`config.mk`:
```
export PLATFORM = sky130hd
export DESIGN_NAME = gpr_wb_ctrl
export DESIGN_NICKNAME = d
export VERILOG_FILES = /design/src/rtl/gpr_wb_ctrl.sv
export SDC_FILE = /design/constraint.sdc
export NUM_CORES = 1
export LEC_CHECK = 0
export BUFFER_PORTS_ARGS = -buffer_cell sky130_fd_sc_hd__buf_2
export CORE_MARGIN = 1
export CORE_UTILIZATION = 45
export CTS_CLUSTER_SIZE = 8
export DETAILED_ROUTE_END_ITERATION = 8
export HOLD_SLACK_MARGIN = 0.05
export PLACE_DENSITY_LB_ADDON = 0.3
export SYNTH_ARGS = -nofsm -noshare
export SYNTH_HDL_FRONTEND = slang
export SYNTH_SLANG_ARGS = --single-unit
```
`constraint.sdc`:
```
create_clock -name clk -period 4.9 [get_ports clk]
set_input_delay 0.49 -clock clk [delete_from_list [all_inputs] [get_ports clk]]
set_output_delay 0.49 -clock clk [all_outputs]
set_load 0.01 [all_outputs]
```
`src/rtl/gpr_wb_ctrl.sv`:
```
// Purpose : GPR write-back controller; merges ALU (src0, priority) and load (src1) results through an in-order FIFO onto the single register-file write port.
// Latency : result accepted at edge E is presented (we_=0) after edge E+1 and captured by the GPR at edge E+2.
// Backpr. : rdy is derived from the registered count only (a same-cycle pop is not credited); src1 yields to src0 when a single slot is free.
//
// Ports:
//   clk, rst           clock, asynchronous active-low reset
//   flush              synchronous discard of all queued writes
//   src0_* / src1_*    valid/ready result inputs (addr, data)
//   we_, wr_addr, wr_data  registered GPR write port, we_ active-low
//   pend_mask          one bit per register with a queued or in-flight write
//   empty              nothing queued and no write being presented
//
// Build option: define GPR_WB_R0_DROP_EN to swallow writes to register 0
// (handshaken but never enqueued, pend_mask[0] held at 0).

module gpr_wb_ctrl #(
    parameter int ADDR_W = 5,
    parameter int DATA_W = 32,
    parameter int DEPTH  = 4
) (
    input  logic                   clk,
    input  logic                   rst,
    input  logic                   flush,
    input  logic                   src0_vld,
    output logic                   src0_rdy,
    input  logic [ADDR_W-1:0]      src0_addr,
    input  logic [DATA_W-1:0]      src0_data,
    input  logic                   src1_vld,
    output logic                   src1_rdy,
    input  logic [ADDR_W-1:0]      src1_addr,
    input  logic [DATA_W-1:0]      src1_data,
    output logic                   we_,
    output logic [ADDR_W-1:0]      wr_addr,
    output logic [DATA_W-1:0]      wr_data,
    output logic [(2**ADDR_W)-1:0] pend_mask,
    output logic                   empty
);

    localparam int PTR_W = $clog2(DEPTH);
    localparam int CNT_W = $clog2(DEPTH) + 1;

    logic [ADDR_W-1:0] mem_addr [DEPTH];
    logic [DATA_W-1:0] mem_data [DEPTH];

    logic [PTR_W-1:0] rd_ptr;
    logic [PTR_W-1:0] wr_ptr;
    logic [CNT_W-1:0] count;
    logic [CNT_W-1:0] free;

    logic acc0, acc1;
    logic enq0, enq1;
    logic pop;
    logic [CNT_W-1:0] n_enq;
    logic [PTR_W-1:0] wr_ptr_1;
    logic [PTR_W-1:0] scan_idx;

    // Acceptance
    assign free     = CNT_W'(DEPTH) - count;
    assign src0_rdy = !flush && (free >= CNT_W'(1));
    assign src1_rdy = !flush && ((free >= CNT_W'(2)) ||
                                 ((free >= CNT_W'(1)) && !src0_vld));

    assign acc0 = src0_vld && src0_rdy;
    assign acc1 = src1_vld && src1_rdy;

`ifdef GPR_WB_R0_DROP_EN
    // r0 is hardwired to zero: complete the handshake but never queue it.
    assign enq0 = acc0 && (src0_addr != '0);
    assign enq1 = acc1 && (src1_addr != '0);
`else
    assign enq0 = acc0;
    assign enq1 = acc1;
`endif

    assign pop      = (count != '0);
    assign n_enq    = {{(CNT_W-1){1'b0}}, enq0} + {{(CNT_W-1){1'b0}}, enq1};
    assign wr_ptr_1 = wr_ptr + PTR_W'(1);

    // Entry storage; only entries below count are ever observed, so no reset.
    // When both sources enqueue, src0 takes the lower slot to keep program order.
    always_ff @(posedge clk) begin
        if (enq0) begin
            mem_addr[wr_ptr] <= src0_addr;
            mem_data[wr_ptr] <= src0_data;
        end
        if (enq1) begin
            mem_addr[enq0 ? wr_ptr_1 : wr_ptr] <= src1_addr;
            mem_data[enq0 ? wr_ptr_1 : wr_ptr] <= src1_data;
        end
    end

    // Pointers, count and the registered write port
    always_ff @(posedge clk or negedge rst) begin
        if (!rst) begin
            rd_ptr  <= '0;
            wr_ptr  <= '0;
            count   <= '0;
            we_     <= 1'b1;
            wr_addr <= '0;
            wr_data <= '0;
        end else if (flush) begin
            // The write already on the port completes this edge; nothing follows it.
            rd_ptr <= '0;
            wr_ptr <= '0;
            count  <= '0;
            we_    <= 1'b1;
        end else begin
            if (pop) begin
                wr_addr <= mem_addr[rd_ptr];
                wr_data <= mem_data[rd_ptr];
                rd_ptr  <= rd_ptr + PTR_W'(1);
                we_     <= 1'b0;
            end else begin
                we_ <= 1'b1;
            end
            wr_ptr <= wr_ptr + PTR_W'(n_enq);
            count  <= count + n_enq - {{(CNT_W-1){1'b0}}, pop};
        end
    end

    // Pending-write mask: every live FIFO entry plus the write on the port.
    always_comb begin
        pend_mask = '0;
        scan_idx  = '0;
        for (int i = 0; i < DEPTH; i++) begin
            scan_idx = rd_ptr + PTR_W'(i);
            if (CNT_W'(i) < count) begin
                pend_mask[mem_addr[scan_idx]] = 1'b1;
            end
        end
        if (!we_) begin
            pend_mask[wr_addr] = 1'b1;
        end
`ifdef GPR_WB_R0_DROP_EN
        pend_mask[0] = 1'b0;
`endif
    end

    assign empty = (count == '0) && we_;

endmodule

```
==> results.md <==
Outcome:
- The flow ran to the end, and the final reports show no timing, DRC or antenna violations.

Clocking:
- In this run the deepest clock path goes through 2 buffers.
- The clock reaches the later pin of the worst-skew pair after roughly 0.43 ns.
- After clock tree synthesis, the clock-pin slew on the worst setup and hold paths is ~0.07 ns.
- The clock tree synthesis step divided the H-tree into 4 levels.
- Hold repair after CTS inserted 0 buffers.
- The post-cts resize count is 0.
- The clock net in this run drives a total of ~190 sinks.
- The number of buffers created by CTS is 17.
- The TritonCTS clock tree is built.
- The clock tree root driver cell is sky130_fd_sc_hd__clkbuf_16.
- After clock tree synthesis, the setup repair step added 0 buffers.

Logic synthesis:
- The main flop type after synthesis is sky130_fd_sc_hd__edfxtp_1.
- Synthesis produced a netlist whose cell count is between 800 and 900.
- The post-synth net total is ~900.
- Of the post-synthesis cell area, the dominant cell type holds 0.402.
- The post-synthesis mux area share is 0.276.
- The compound-gate portion of the synthesized area was 0.0517.
- The post-synthesis share of cell area spent on xor and xnor gates is 0.00475.
- Yosys mapped the design onto 45 distinct sky130hd cell types.
- The mapped netlist covers about 11,000 um2.
- Synthesis inferred 193 register bits.
- The post-synthesis share of cell area spent on and, or, nand and nor gates is 0.117.
- The total number of yosys warnings is 0.
- The top cell type by total area after synthesis is sky130_fd_sc_hd__edfxtp_1.
- In the post-synthesis netlist, the biggest area contributors are sky130_fd_sc_hd__edfxtp_1 (40%), sky130_fd_sc_hd__dfrtp_1 (9.9%), sky130_fd_sc_hd__mux4_2 (9.8%), sky130_fd_sc_hd__mux2_2 (9.2%), sky130_fd_sc_hd__mux2_4 (5.2%).
- In this run, synthesis inferred between 100 and 150 flip-flops with an integrated enable.
- The share of the Yosys chip area taken by registers is 0.503.
- Of the total synthesized cell area, the portion taken by full adders, half adders and majority gates is 0.0165.
- In the synthesized netlist, the cells that appear most often are sky130_fd_sc_hd__nand2_1 (149), sky130_fd_sc_hd__edfxtp_1 (148), sky130_fd_sc_hd__mux2_2 (90).
- By area, the combinational part of the netlist is dominated by multiplexers.
- Counting flops with an async set or reset pin after synthesis yields a share of 0.233.
- A synthesized cell averages between 10 and 15 um2.
- The cell with the most instances after synthesis is sky130_fd_sc_hd__nand2_1.

Critical path:
- STA classifies the critical path startpoint as a flop.
- The most numerous cell type found on the critical path is sky130_fd_sc_hd__ha_1.
- The worst reg-to-reg path cell count is 9.
- The required arrival time at the worst endpoint is 5.01 ns.
- The largest single stage delay on the critical path is 0.59 ns.
- The count of cell instances traversed by the critical path is 9.
- The family with the most delay on the worst path is simple AND/OR/NAND/NOR gates.
- The worst setup slack for register-to-register paths is 1.10 ns.
- Of all nets on the critical path, the largest fanout is 16.
- Tracing the worst setup path back leads to its startpoint at count[0].
- In this run the critical register-to-register path is launched from count[0].
- The combined buffer and inverter count along the critical path is 2.
- The library cell contributing the largest single delay on the critical path is sky130_fd_sc_hd__xnor2_1.
- Data arrives at the worst endpoint at just under 4 ns.
- The critical path endpoint category is a flop.
- The worst setup path is of the flop to flop kind.
- The worst reg2reg path endpoint is mem_addr[1][2].
- Walking the worst path, the cells encountered are inv_1 > ha_1 > ha_1 > nor4b_4 > nor3b_4 > xnor2_1 > nand3_2 > nand2_2 > buf_4.
- The critical path ends at mem_addr[1][2].

Global route:
- The global-route wire length before repair is about 44,000 um.
- For this run, the total global-route usage over all layers was measured as 0.228.
- The initial antenna violation count was 0.
- The number of global-route vias before repair is 7,465.
- The maximum number of pins on one net before global-route repair is 46.
- For this run the aggregate overflow at the end of global routing stands at 0.

Timing:
- Summed over all failing endpoints, the final setup total negative slack is 0 ns.
- Of the available clock period, the critical path in the final layout requires 0.776.
- For the pin with the worst max-slew slack, the measured transition is ~1.1 ns.
- The final setup skew is about 0.013 ns.
- The headroom to the max-slew limit is 0.266.
- After layout, the minimum clock period comes to around 3.8 ns.
- Setup slack on the critical path of the routed design comes to roughly 1.1 ns.
- The maximum clock frequency is 0.263 GHz.
- Setup violations remaining at the end of the flow were counted as 0.
- The final number of hold-violating endpoints is 0.
- The count of final max-slew check failures is 0.
- Setup repair after global routing left no endpoint under its margin.

Floorplan:
- The die boundary width is roughly 160 um.
- The area of the core is 24,200 um2.
- From bottom edge to top edge, the die measures between 150 and 200 um.
- The floorplan step defined a die boundary enclosing about 25,000 um2.
- The number of placement rows is between 50 and 60.
- The initial utilization of the core area, before any placement, comes to 0.456.
- During I/O placement, the number of pins put on the boundary was about 150.

Power:
- Of the total power, the share spent switching nets is 0.392.
- The part of the total power dissipated in the clock network is 0.186.
- The power dissipated by switching net loads is 2840 uW.
- Across the VDD grid, the largest voltage drop is approximately 340 uV.
- The leakage component of the power is roughly 0.0049 uW.
- The cell internal power dissipation is roughly 4400 uW.
- The portion of total power attributed to sequential cells is 0.356.
- The total chip power is around 7300 uW.
- The power density over cell area is ~570 nW/um2.
- The share of total power dissipated in combinational logic is 0.457.

Route:
- For this block, the routed nets add up to 28,200 um of wire.
- Across all layers, the routed design uses 7,490 vias.
- Dividing the detail-routed wire length by the instance count gives between 20 and 25 um.
- For this block, the initial DRC count from the detailed router was ~580.
- The remaining antenna violation count after routing is 0.
- The number of iterations in the first detailed-routing pass is 6.
- In the routed design, unresolved DRC markers number 0.
- The detailed-route vias per instance is roughly 5.7.

Layout:
- The antenna cell count is 0.
- The finished cells cover approximately 13,000 um2.
- The final-layout fill cell count is about 2,100.
- Of the cells placed in the final design, the portion with a size suffix greater than 1 is 0.397.
- The final net count is approximately 1,100.
- Relative to the synthesized area, the layout overhead comes to 14.2%.
- Once layout is complete, the utilization of the core stands at 0.521.

Run:
- The count of maximum capacitance violations is 0.

Placement:
- Summing all placed instances gives a cell area of 12,100 um2.
- OpenSTA, run right after detailed placement, puts the worst setup slack at 1.15 ns.
- The last weighted congestion value of the routability-driven placer is between 0.9 and 1.
- Detailed placement finished with a half-perimeter wire length of around 19,000 um.
- The port buffer count is 151.

Worst hold path:
- The path type of the worst min-delay path is input port to async pin.
-- cells by family (layout without fill, tap and decap cells) --
| kind of cell | after synthesis | after routing |
|---|---|---|
| adder cells (fa/ha/maj) | 14 | 14 |
| multiplexers | 211 | 211 |
| flip-flops | 193 | 193 |
| AO/OA/AOI/OAI | 76 | 76 |
| XOR/XNOR | 6 | 6 |
| buffers and inverters | 59 | 207 |
| AND/OR/NAND/NOR | 272 | 272 |
-- per-layer routing --
| layer | wire length [um] | vias to the layer above | track usage |
|---|---|---|---|
| met4 | 484 | 0 | 0.0644 |
| met2 | 13600 | 300 | 0.375 |
| met3 | 1660 | 32 | 0.0426 |
| met1 | 12400 | 3727 | 0.309 |
| li1 | - | 3431 | - |
| met5 | 0 | - | 0 |
-- power by group through the flow --
stage          combinational, uW  clock [uW]  sequential, uW
5_1_grt                     3590        1450            2640
3_5_place_dp                3300           0            2620
6_report                    3320        1350            2590
3_3_place_gp                3270           0            2610
2_1_floorplan               2340           0            2550
4_1_cts                     3310        1380            2590
-- final cells by class --
cell class,count,area (um2),area share
flip-flops and latches,193,5580,0.441
multi-input cells,579,5190,0.411
well taps,324,405,0.0321
repair buffers,163,846,0.0669
inverters,12,45.0,0.00356
clock inverters,9,67.6,0.00534
clock buffers,23,510,0.0404
-- layout by cell type, fill, tap and decap left out, types with 2 or more instances in the layout --
master and n:
sky130_fd_sc_hd__buf_2 151, sky130_fd_sc_hd__nand2_1 148, sky130_fd_sc_hd__edfxtp_1 148, sky130_fd_sc_hd__mux2_2 90, sky130_fd_sc_hd__a22oi_1 55, sky130_fd_sc_hd__mux4_2 48, sky130_fd_sc_hd__dfrtp_1 42, sky130_fd_sc_hd__mux2_4 38
sky130_fd_sc_hd__nand3_1 31, sky130_fd_sc_hd__mux2_1 28, sky130_fd_sc_hd__nor2_1 27, sky130_fd_sc_hd__clkbuf_16 19, sky130_fd_sc_hd__nor3b_1 15, sky130_fd_sc_hd__nor2b_1 13, sky130_fd_sc_hd__ha_1 13, sky130_fd_sc_hd__buf_4 12
sky130_fd_sc_hd__inv_1 11, sky130_fd_sc_hd__nor3_1 11, sky130_fd_sc_hd__and2_1 7, sky130_fd_sc_hd__a32oi_1 7, sky130_fd_sc_hd__xnor2_1 6, sky130_fd_sc_hd__mux2i_1 6, sky130_fd_sc_hd__nand2b_1 4, sky130_fd_sc_hd__inv_4 4
sky130_fd_sc_hd__nor3b_4 3, sky130_fd_sc_hd__o21ai_0 3, sky130_fd_sc_hd__a21o_2 3, sky130_fd_sc_hd__a21oi_1 2, sky130_fd_sc_hd__a21o_1 2, sky130_fd_sc_hd__and3b_1 2, sky130_fd_sc_hd__clkbuf_8 2, sky130_fd_sc_hd__clkinv_4 2
sky130_fd_sc_hd__clkbuf_1 2
-- sequential cells by signal (all words and copies together), names as in the netlist --
register / cells
wr_ptr: 2
rd_ptr: 2
wr_data: 32
wr_addr: 5
mem_addr: 20
mem_data: 128
we_: 1
count: 3
-- metrics by stage --
| step | std cells | hold slack (ns) |
|---|---|---|
| 6_report | 1303 | 0.173 |
| 5_1_grt | 1303 | 0.240 |
| 4_1_cts | 1303 | 0.191 |
| 3_5_place_dp | 1271 | 0.458 |
| 3_3_place_gp | 1271 | 0.455 |
| 2_1_floorplan | 831 | 0.194 |
-- worst min path at each step --
| stage | from | endpoint |
|---|---|---|
| after detailed placement | wr_data[22] | wr_data[22] |
| after CTS | rst | wr_data[1] |
| after global placement | wr_data[22] | wr_data[22] |
| after floorplan | rst | count[0] |
| after global routing | rst | wr_data[1] |
| final | rst | wr_data[1] |
Note: power is estimated with default switching activity, not from simulation.
